## config.mk

```make
export PLATFORM = sky130hd
export DESIGN_NAME = micro_ucr_nonce_search
export DESIGN_NICKNAME = d
export VERILOG_FILES = /design/src/rtl/micro_ucr_pkg.sv /design/src/rtl/ucr_tag_pipe.sv /design/src/rtl/micro_ucr_nonce_search.sv
export SDC_FILE = /design/constraint.sdc
export NUM_CORES = 1
export LEC_CHECK = 0
export CORE_AREA = 10 10 186 188
export CTS_CLUSTER_SIZE = 30
export DETAILED_ROUTE_END_ITERATION = 10
export DIE_AREA = 0 0 196 198
export PLACE_DENSITY_LB_ADDON = 0.05
export SYNTH_ARGS = -nofsm -noshare
export SYNTH_HDL_FRONTEND = slang
export SYNTH_SLANG_ARGS = --single-unit
export TNS_END_PERCENT = 30
```

## constraint.sdc

```tcl
create_clock -name clk -period 2.9 [get_ports clk]
set_clock_uncertainty 0.2 [all_clocks]
set_input_delay 0.435 -clock clk [delete_from_list [all_inputs] [get_ports clk]]
set_output_delay 0.435 -clock clk [all_outputs]
set_load 0.05 [all_outputs]
```

## src/rtl/micro_ucr_pkg.sv

```systemverilog
// micro_ucr_pkg: shared widths, FSM states and the hash/target hit rule for the nonce search
package micro_ucr_pkg;
  localparam int BLOCK_W = 96;
  localparam int NONCE_W = 32;
  localparam int HASH_W  = 24;
  localparam int BYTE_W  = 8;
  typedef enum logic [1:0] {IDLE, RUN, DRAIN, DONE} state_e;
  // both upper hash bytes must be strictly below the target, so target 0 never hits
  function automatic logic ucr_hit(input logic [HASH_W-1:0] hash, input logic [BYTE_W-1:0] tgt);
    return (hash[23:16] < tgt) && (hash[15:8] < tgt);
  endfunction
endpackage

```

## src/rtl/ucr_tag_pipe.sv

```systemverilog
// ucr_tag_pipe: DEPTH-stage {valid,tag} shift register with flush; DEPTH=0 is a pass-through
module ucr_tag_pipe #(
  parameter int DEPTH = 2,
  parameter int W     = 32
) (
  input  logic         clk,
  input  logic         reset,
  input  logic         flush,
  input  logic         in_valid,
  input  logic [W-1:0] in_tag,
  output logic         out_valid,
  output logic [W-1:0] out_tag
);
  if (DEPTH == 0) begin : g_pass
    logic unused_ok;
    assign unused_ok = ^{clk, reset, flush};
    assign out_valid = in_valid;
    assign out_tag   = in_tag;
  end else begin : g_shift
    logic [DEPTH-1:0]   v_q, v_d;
    logic [DEPTH*W-1:0] t_q, t_d;
    // shift one stage per cycle; a flush only kills the valid bits, stale tags are harmless
    always_comb begin
      v_d = flush ? '0 : DEPTH'({v_q, in_valid});
      t_d = (DEPTH*W)'({t_q, in_tag});
    end
    // pipe registers
    always_ff @(posedge clk) begin
      if (reset) begin
        v_q <= '0;
        t_q <= '0;
      end else begin
        v_q <= v_d;
        t_q <= t_d;
      end
    end
    assign out_valid = v_q[DEPTH-1];
    assign out_tag   = t_q[DEPTH*W-1 -: W];
  end
endmodule

```

## src/rtl/micro_ucr_nonce_search.sv

```systemverilog
// micro_ucr_nonce_search: issues nonces to the hash unit and reports the first hit; UCR_NONCE_SEARCH_CYCLES_EN adds cycles_out
module micro_ucr_nonce_search
  import micro_ucr_pkg::*;
#(
  parameter int                 HASH_LAT  = 2,
  parameter logic [NONCE_W-1:0] NONCE_MAX = '1
) (
  input  logic               clk,
  input  logic               reset,
  input  logic               start,
  input  logic [BLOCK_W-1:0] bloque_in,
  input  logic [BYTE_W-1:0]  target,
  input  logic [HASH_W-1:0]  hash_in,
  output logic [BLOCK_W-1:0] bloque_bytes,
  output logic [NONCE_W-1:0] nonce,
  output logic               busy,
  output logic               done,
  output logic               found,
  output logic [NONCE_W-1:0] nonce_found,
  output logic [HASH_W-1:0]  hash_found
`ifdef UCR_NONCE_SEARCH_CYCLES_EN
  ,
  output logic [31:0]        cycles_out
`endif
);
  state_e               state_q, state_d;
  logic [BLOCK_W-1:0]   bloque_q, bloque_d;
  logic [BYTE_W-1:0]    target_q, target_d;
  logic [NONCE_W-1:0]   nonce_q, nonce_d;
  logic                 busy_q, busy_d, done_q, done_d, found_q, found_d;
  logic [NONCE_W-1:0]   nf_q, nf_d;
  logic [HASH_W-1:0]    hf_q, hf_d;
  logic                 tag_valid, hit, last;
  logic [NONCE_W-1:0]   tag;
  ucr_tag_pipe #(.DEPTH(HASH_LAT), .W(NONCE_W)) u_pipe (
    .clk      (clk),
    .reset    (reset),
    .flush    (hit),
    .in_valid (state_q == RUN),
    .in_tag   (nonce_q),
    .out_valid(tag_valid),
    .out_tag  (tag)
  );
  assign hit  = (state_q == RUN || state_q == DRAIN) && tag_valid && ucr_hit(hash_in, target_q);
  assign last = tag_valid && tag == NONCE_MAX;
  // next-state and result capture; a hit overrides both issuing and exhaustion
  always_comb begin
    state_d  = state_q;
    bloque_d = bloque_q;
    target_d = target_q;
    nonce_d  = nonce_q;
    found_d  = found_q;
    nf_d     = nf_q;
    hf_d     = hf_q;
    case (state_q)
      IDLE: if (start) begin
        state_d  = RUN;
        bloque_d = bloque_in;
        target_d = target;
        nonce_d  = '0;
        found_d  = 1'b0;
        nf_d     = '0;
        hf_d     = '0;
      end
      RUN: begin
        state_d = last ? DONE : nonce_q == NONCE_MAX ? DRAIN : RUN;
        nonce_d = nonce_q == NONCE_MAX ? nonce_q : nonce_q + NONCE_W'(1);
      end
      DRAIN: state_d = last ? DONE : DRAIN;
      default: state_d = IDLE;
    endcase
    if (hit) begin
      state_d = DONE;
      nonce_d = nonce_q;
      found_d = 1'b1;
      nf_d    = tag;
      hf_d    = hash_in;
    end
    busy_d = state_d == RUN || state_d == DRAIN;
    done_d = state_d == DONE;
  end
  // state and registered outputs
  always_ff @(posedge clk) begin
    if (reset) begin
      state_q  <= IDLE;
      bloque_q <= '0;
      target_q <= '0;
      nonce_q  <= '0;
      busy_q   <= 1'b0;
      done_q   <= 1'b0;
      found_q  <= 1'b0;
      nf_q     <= '0;
      hf_q     <= '0;
    end else begin
      state_q  <= state_d;
      bloque_q <= bloque_d;
      target_q <= target_d;
      nonce_q  <= nonce_d;
      busy_q   <= busy_d;
      done_q   <= done_d;
      found_q  <= found_d;
      nf_q     <= nf_d;
      hf_q     <= hf_d;
    end
  end
`ifdef UCR_NONCE_SEARCH_CYCLES_EN
  logic [31:0] cyc_q, cyc_d;
  // count RUN/DRAIN cycles of the current search, saturating
  always_comb cyc_d = (state_q == IDLE && start) ? '0 : (busy_q && ~&cyc_q) ? cyc_q + 32'd1 : cyc_q;
  // cycle counter register
  always_ff @(posedge clk) begin
    if (reset) cyc_q <= '0;
    else cyc_q <= cyc_d;
  end
  assign cycles_out = cyc_q;
`endif
  assign bloque_bytes = bloque_q;
  assign nonce        = nonce_q;
  assign busy         = busy_q;
  assign done         = done_q;
  assign found        = found_q;
  assign nonce_found  = nf_q;
  assign hash_found   = hf_q;
endmodule

```

### Word level (Yosys, flattened, before mapping)

Index checks and enable logic that the tools add are counted.

* register bits: 263
* input bits: 131
* output and inout bits: 187

* add/sub/neg operators: 1
* order comparisons: 2
* eq/ne operators: 9
* mux-type cells: 17
* bitwise gates (word level): 1
* reduce and logical (&&, ||, !) cells: 14

Operators by type and width (number)
* $mux W32: 4
* $mux W24: 3
* $eq A32 B32 Y1 const B: 2
* $pmux W32 S2: 1
* $add A32 B1 Y32 const B: 1
* $lt A8 B8 Y1: 2
* $mux W2: 4
* $eq A2 B2 Y1 const B: 3
* $pmux W2 S3: 1
* $reduce_bool A2 Y1: 3
* $eq A2 B1 Y1 const B: 2
* $logic_and A1 B1 Y1: 4
* $mux W1: 4
* $ne A2 B2 Y1 const B: 2
* $reduce_and A2 Y1: 2
* $reduce_and A4 Y1: 1
* $logic_not A2 Y1: 1
* $logic_or A1 B1 Y1: 2
* $reduce_or A2 Y1: 1
* $not A1 Y1: 1

### Depth between registers and ports, before layout

* depth in word-level cells: 7
* gate-level depth with buffers: 11
* mapped depth without buffers: 10

### Cells and area by module

A second synthesis with hierarchy kept.

* cells, all modules: 1216
* area, all modules: 10229.8 um2

Modules (own cells, without submodules)
* micro_ucr_nonce_search: times used 1, cells an instance 1045, area an instance 8190.4 um2, sequential area each 3943.8 um2
* ucr_tag_pipe: times used 1, cells an instance 171, area an instance 2039.5 um2, sequential area each 1321.3 um2

### Worst setup path before layout

No wires, ideal clock.

* path kind: flip-flop to flip-flop
* from: register nonce_q[1], in the netlist nonce[1]
* to: register busy_q, in the netlist busy
* setup time: 0.128 ns
* arrival time: 2.673 ns
* required time: 2.572 ns
* path slack: -0.101 ns
* cell stages (with the launch flop): 12
* buffers on the path: 2
* period minus slack after synthesis: 3.001 ns
* cell sequence: dfxtp_1 > ha_1 > nand3_1 > nor4_4 > and4_1 > buf_4 > nor2_2 > buf_2 > o21bai_1 > nand2_1 > ha_1 > nor2b_1

* cells in the longest elaborated chain, start to end: 7
* elaborated cells on any way between the ends: 8
* classes of those cells: 3 x eq/ne; 4 x mux; 1 x reduce/logical

RTL lines
* start: declaration: RTL line micro_ucr_nonce_search.sv:29 `logic [NONCE_W-1:0] nonce_q, nonce_d;`
* start signal: assignment: RTL line micro_ucr_nonce_search.sv:98 `nonce_q <= nonce_d;`
* $eq A32 B32 Y1 (*): RTL line micro_ucr_nonce_search.sv:66 `state_d = last ? DONE : nonce_q == NONCE_MAX ? DRAIN : RUN;`
* $mux W2 (*) (2 in series): RTL line micro_ucr_nonce_search.sv:66
* $pmux W2 S3 (*): RTL line micro_ucr_nonce_search.sv:55 `case (state_q)`
* $mux W2 (*): RTL line micro_ucr_nonce_search.sv:72 `if (hit) begin`
* named net state_d[0]: RTL line micro_ucr_nonce_search.sv:26 `state_e state_q, state_d;`
* $eq A2 B1 Y1 / $eq A2 B2 Y1 (equally long branches): RTL line micro_ucr_nonce_search.sv:79 `busy_d = state_d == RUN || state_d == DRAIN;`
* $logic_or A1 B1 Y1 (*): RTL line micro_ucr_nonce_search.sv:79
* named net busy_d: RTL line micro_ucr_nonce_search.sv:30 `logic busy_q, busy_d, done_q, done_d, found_q, found_d;`
* end signal: assignment: RTL line micro_ucr_nonce_search.sv:99 `busy_q <= busy_d;`
* end: declaration: RTL line micro_ucr_nonce_search.sv:30

Mark *: on every way through the listed nets, which the timed path passes. The rest lies on a longest branch.
A chain may end at the register's enable or synchronous reset.

### Final worst setup path

* from: register state_q[0]
* to: register nonce_q[16], in the netlist nonce[16]

* cells in the longest elaborated chain, start to end: 6
* elaborated cells on any way between the ends: 12
* classes of those cells: 4 x eq/ne; 1 x mux; 1 x bitwise; 6 x reduce/logical

RTL lines
* start: declaration: RTL line micro_ucr_nonce_search.sv:26
* start signal: assignment: RTL line micro_ucr_nonce_search.sv:95 `state_q <= state_d;`
* $eq A2 B1 Y1 / $eq A2 B2 Y1 (equally long branches): RTL line micro_ucr_nonce_search.sv:44, micro_ucr_nonce_search.sv:55
* $logic_or A1 B1 Y1: RTL line micro_ucr_nonce_search.sv:44 `assign hit = (state_q == RUN || state_q == DRAIN) && tag_valid && ucr_hit(hash_in, target_q);`
* $logic_and A1 B1 Y1 (2 in series): RTL line micro_ucr_nonce_search.sv:44
* $not A1 Y1 (no line)
* $reduce_and A4 Y1 (no line)

Several ways; a longest one is shown, not always the timed one.

==> results.ini <==
[status]
status = finished clean

[yosys]
synth.distinct_cells = 55
ys_seq_area_share_pct = 52.3
synth_edf_count = 0
synth_area_leaders = dfxtp_1, nand2_1, a21oi_1
ys_async_sr_fraction_pct = 0
netlist_instances = 1159
synth_ff_type = dfxtp_1
synth.net_count = 1310
ys_seq_elements = 263
post_synth.cell_area_avg_um2 = 8.68
yosys_warnings = 0
yosysTopAreaCellShare_pct = 52.3
synth_top_area_cell = dfxtp_1
synth_area_um2 = 10100

[sta]
period_share_pct = 92.5
final_max_slew_viol_count = 0
fin_crit_ns = 2.68
rsz0062_at_grt = no
worstMarginPinSlew_ns = 0.881
finalSetupViolations = 0
max_freq_ghz = 0.373
maxSlewHeadroom_pct = 41.3
hold_viol = 0

[setup_path]
cpMaxStageDelayCell = dfxtp_1
r2r_start = state_q[0]
cp-end-kind = flop
startpoint_type = flop
critPathRequiredTime_ns = 3.11
r2r_cells = 11
crit_start = state_q[0]
critPathTopFamily = compound AO/OA/AOI/OAI gates
critPathArrivalTime_ns = 2.89
crit_chain = inv_1, ha_1, nand2_1, a2111oi_2, o221ai_1, buf_4, o31a_1, nand2_1, buf_4, buf_4, o32ai_1
timing.rr.end = nonce[16]
crit_path_frequent_cell = buf_4
r2r_setup_slack_ns = 0.22
critPathKind = flop to flop
worst-path-max-fanout = 4
critPathBufInv = 4
cp.depth = 11
cp_slowest_stage_delay_ns = 0.38
endpoint = nonce[16]

[clock_tree]
cts_sinks = 263
cts_resized = 0
cts_tree = built
clk_latency_ns = 0.56
htree_levels = 1
cts_made_buffers = 31
clock_tree.buffer_depth = 3
cts_root_buffer = clkbuf_16
clk_pin_slew_ns = 0.06
cts-hold-fix-buffers = 0
post-cts-setup-buffers = 0

[finish]
fin_area_um2 = 15000
antenna_cells = 0
syn_to_final_growth_pct = 48.9
fill_cells = 3005
final_nets = 1637
drive_above_1_share_pct = 8.54

[power_and_ir_drop]
ir_drop_mv = 0.433
total_power_mw = 9.02
leakage_nw = 5.34
powerDensity_nw_per_um2 = 602

[die]
ios = 318
die_width_um = 196
core-area_um2 = 31100
die_area_um2 = 38800
die_y_um = 198
start_util_pct = 32.4
rows = 65

[detailed_routing]
drt-initial-drc-count = 547
wl_per_cell_um = 18.9
vias = 9179
post-route-drc-count = 0
via_per_inst = 4.80
first_pass_iters = 5
finalWirelength_um = 36200
ant_nets = 0

[placed_design]
io_buffers = 317
gp_congestion = 0.832
postPlaceCellArea_um2 = 13900
hpwl_um = 25900

[flow_run]
maxCapViolations = 0

[hold_path]
holdCritPathClass = input port to flop

[global_route]
grt-busiest-layer = met2
overflow = 0
grt_use_met2_pct = 27.3
grt_pass1_wl_um = 54800
grt_max_degree = 162
globalRouteMet1Util_pct = 23.6
grt_pass1_vias = 8816
grt_antenna_before_repair = 1
track_usage_pct = 17.5
use_met3_pct = 5.23

==> sequential cells by signal (all words and copies together), names as in the netlist <==
name,flops
found,1
busy,1
state_q,2
done,1
target_q,8
nonce_found,32
u_pipe.g_shift.t_q,64
nonce,32
u_pipe.g_shift.v_q,2
hash_found,24
bloque_bytes,96
==> per-stage QoR <==
stage / hold WS, ns / setup slack (ns) / util, % / TNS, ns / std cells
6_report: 0.225 / 0.218 / 48.2 / 0 / 1912
5_1_grt: 0.210 / 0.0367 / 48.2 / 0 / 1912
4_1_cts: 0.190 / 0.0869 / 48.2 / 0 / 1911
3_5_place_dp: 0.223 / -0.377 / 44.9 / -18.26 / 1854
3_3_place_gp: 0.224 / -0.338 / 44.9 / -16.16 / 1854
2_1_floorplan: 0.214 / 0.0202 / - / 0 / 1159
==> how the worst min path moves through the flow <==
stage,end,slack [ns],depth (start not counted),startpoint
after detailed placement,u_pipe.g_shift.t_q[49],0.22,1,u_pipe.g_shift.t_q[17]
final,bloque_bytes[33],0.22,3,bloque_in[33]
after CTS,bloque_bytes[33],0.19,3,bloque_in[33]
after global placement,u_pipe.g_shift.t_q[38],0.22,1,u_pipe.g_shift.t_q[6]
after floorplan,u_pipe.g_shift.t_q[32],0.21,1,u_pipe.g_shift.t_q[0]
after global routing,bloque_bytes[3],0.21,3,bloque_in[3]
==> layer usage <==
layer	up-vias	share of wire, %
li1	4620	-
met2	320	45
met4	2	1.2
met1	4202	45
met3	35	8.4
met5	-	0.036
==> synth_stat cells, types with 3 or more instances <==
master,number
nand2_1,288
dfxtp_1,263
a21oi_1,173
clkbuf_1,61
nor2b_1,58
nand3b_1,56
nor2_1,24
inv_1,22
ha_1,20
nand3_1,17
nand4_1,15
nor3_1,12
a31oi_1,9
o21ai_0,9
a211oi_1,7
a311oi_1,7
buf_1,7
nand2b_1,7
o211ai_1,7
and3_1,6
buf_2,6
nor4_1,6
or3_1,6
a32o_1,5
and4_1,5
buf_4,5
o32ai_1,5
buf_6,4
a22o_1,3
and2_1,3
nor3_2,3
nor4_2,3
o21ai_1,3
o31ai_1,3
==> worst reg2reg max path: stages, from the launching register on <==
cell	delay, ns
dfxtp_1	0.38
inv_1	0.08
ha_1	0.32
nand2_1	0.08
a2111oi_2	0.27
o221ai_1	0.17
buf_4	0.19
o31a_1	0.33
nand2_1	0.21
buf_4	0.16
buf_4	0.10
o32ai_1	0.06
==> power by group <==
group | switching (mW) | internal, mW | total, mW
sequential | 0.0546 | 3.72 | 3.78
clock | 1.52 | 2.38 | 3.90
combinational | 0.843 | 0.504 | 1.35
==> cell families after synthesis <==
logic type,after synthesis,synth area share [%]
compound gates,252,15.0
flops,263,52.3
buf+inv,105,4.48
fa+ha+maj,20,2.49
simple gates,519,25.7
==> layout by cell type (no fill, tap or decap), drive strengths merged, types with 8 or more instances in the layout <==
cell	Yosys	final
clkdlybuf4s50	0	316
nand2	288	288
dfxtp	263	263
a21oi	173	173
buf	22	60
nor2b	58	58
nand3b	56	56
clkbuf	61	46
nor2	26	26
inv	22	23
ha	20	20
nand3	17	17
nand4	17	17
nor3	15	15
o21ai	12	12
nor4	11	11
a31oi	9	9
a311oi	8	8
==> layout make-up <==
cell class / count / area [µm²] / area share, %
Multi-Input combinational cell: 791 / 4360 / 29.1
Clock inverter: 12 / 175 / 1.17
Tap cell: 402 / 503 / 3.36
Clock buffer: 45 / 848 / 5.66
Sequential cell: 263 / 5270 / 35.2
Timing Repair Buffer: 377 / 3740 / 25.0
Inverter: 22 / 82.6 / 0.551
Power figures use the tool's default switching activity.
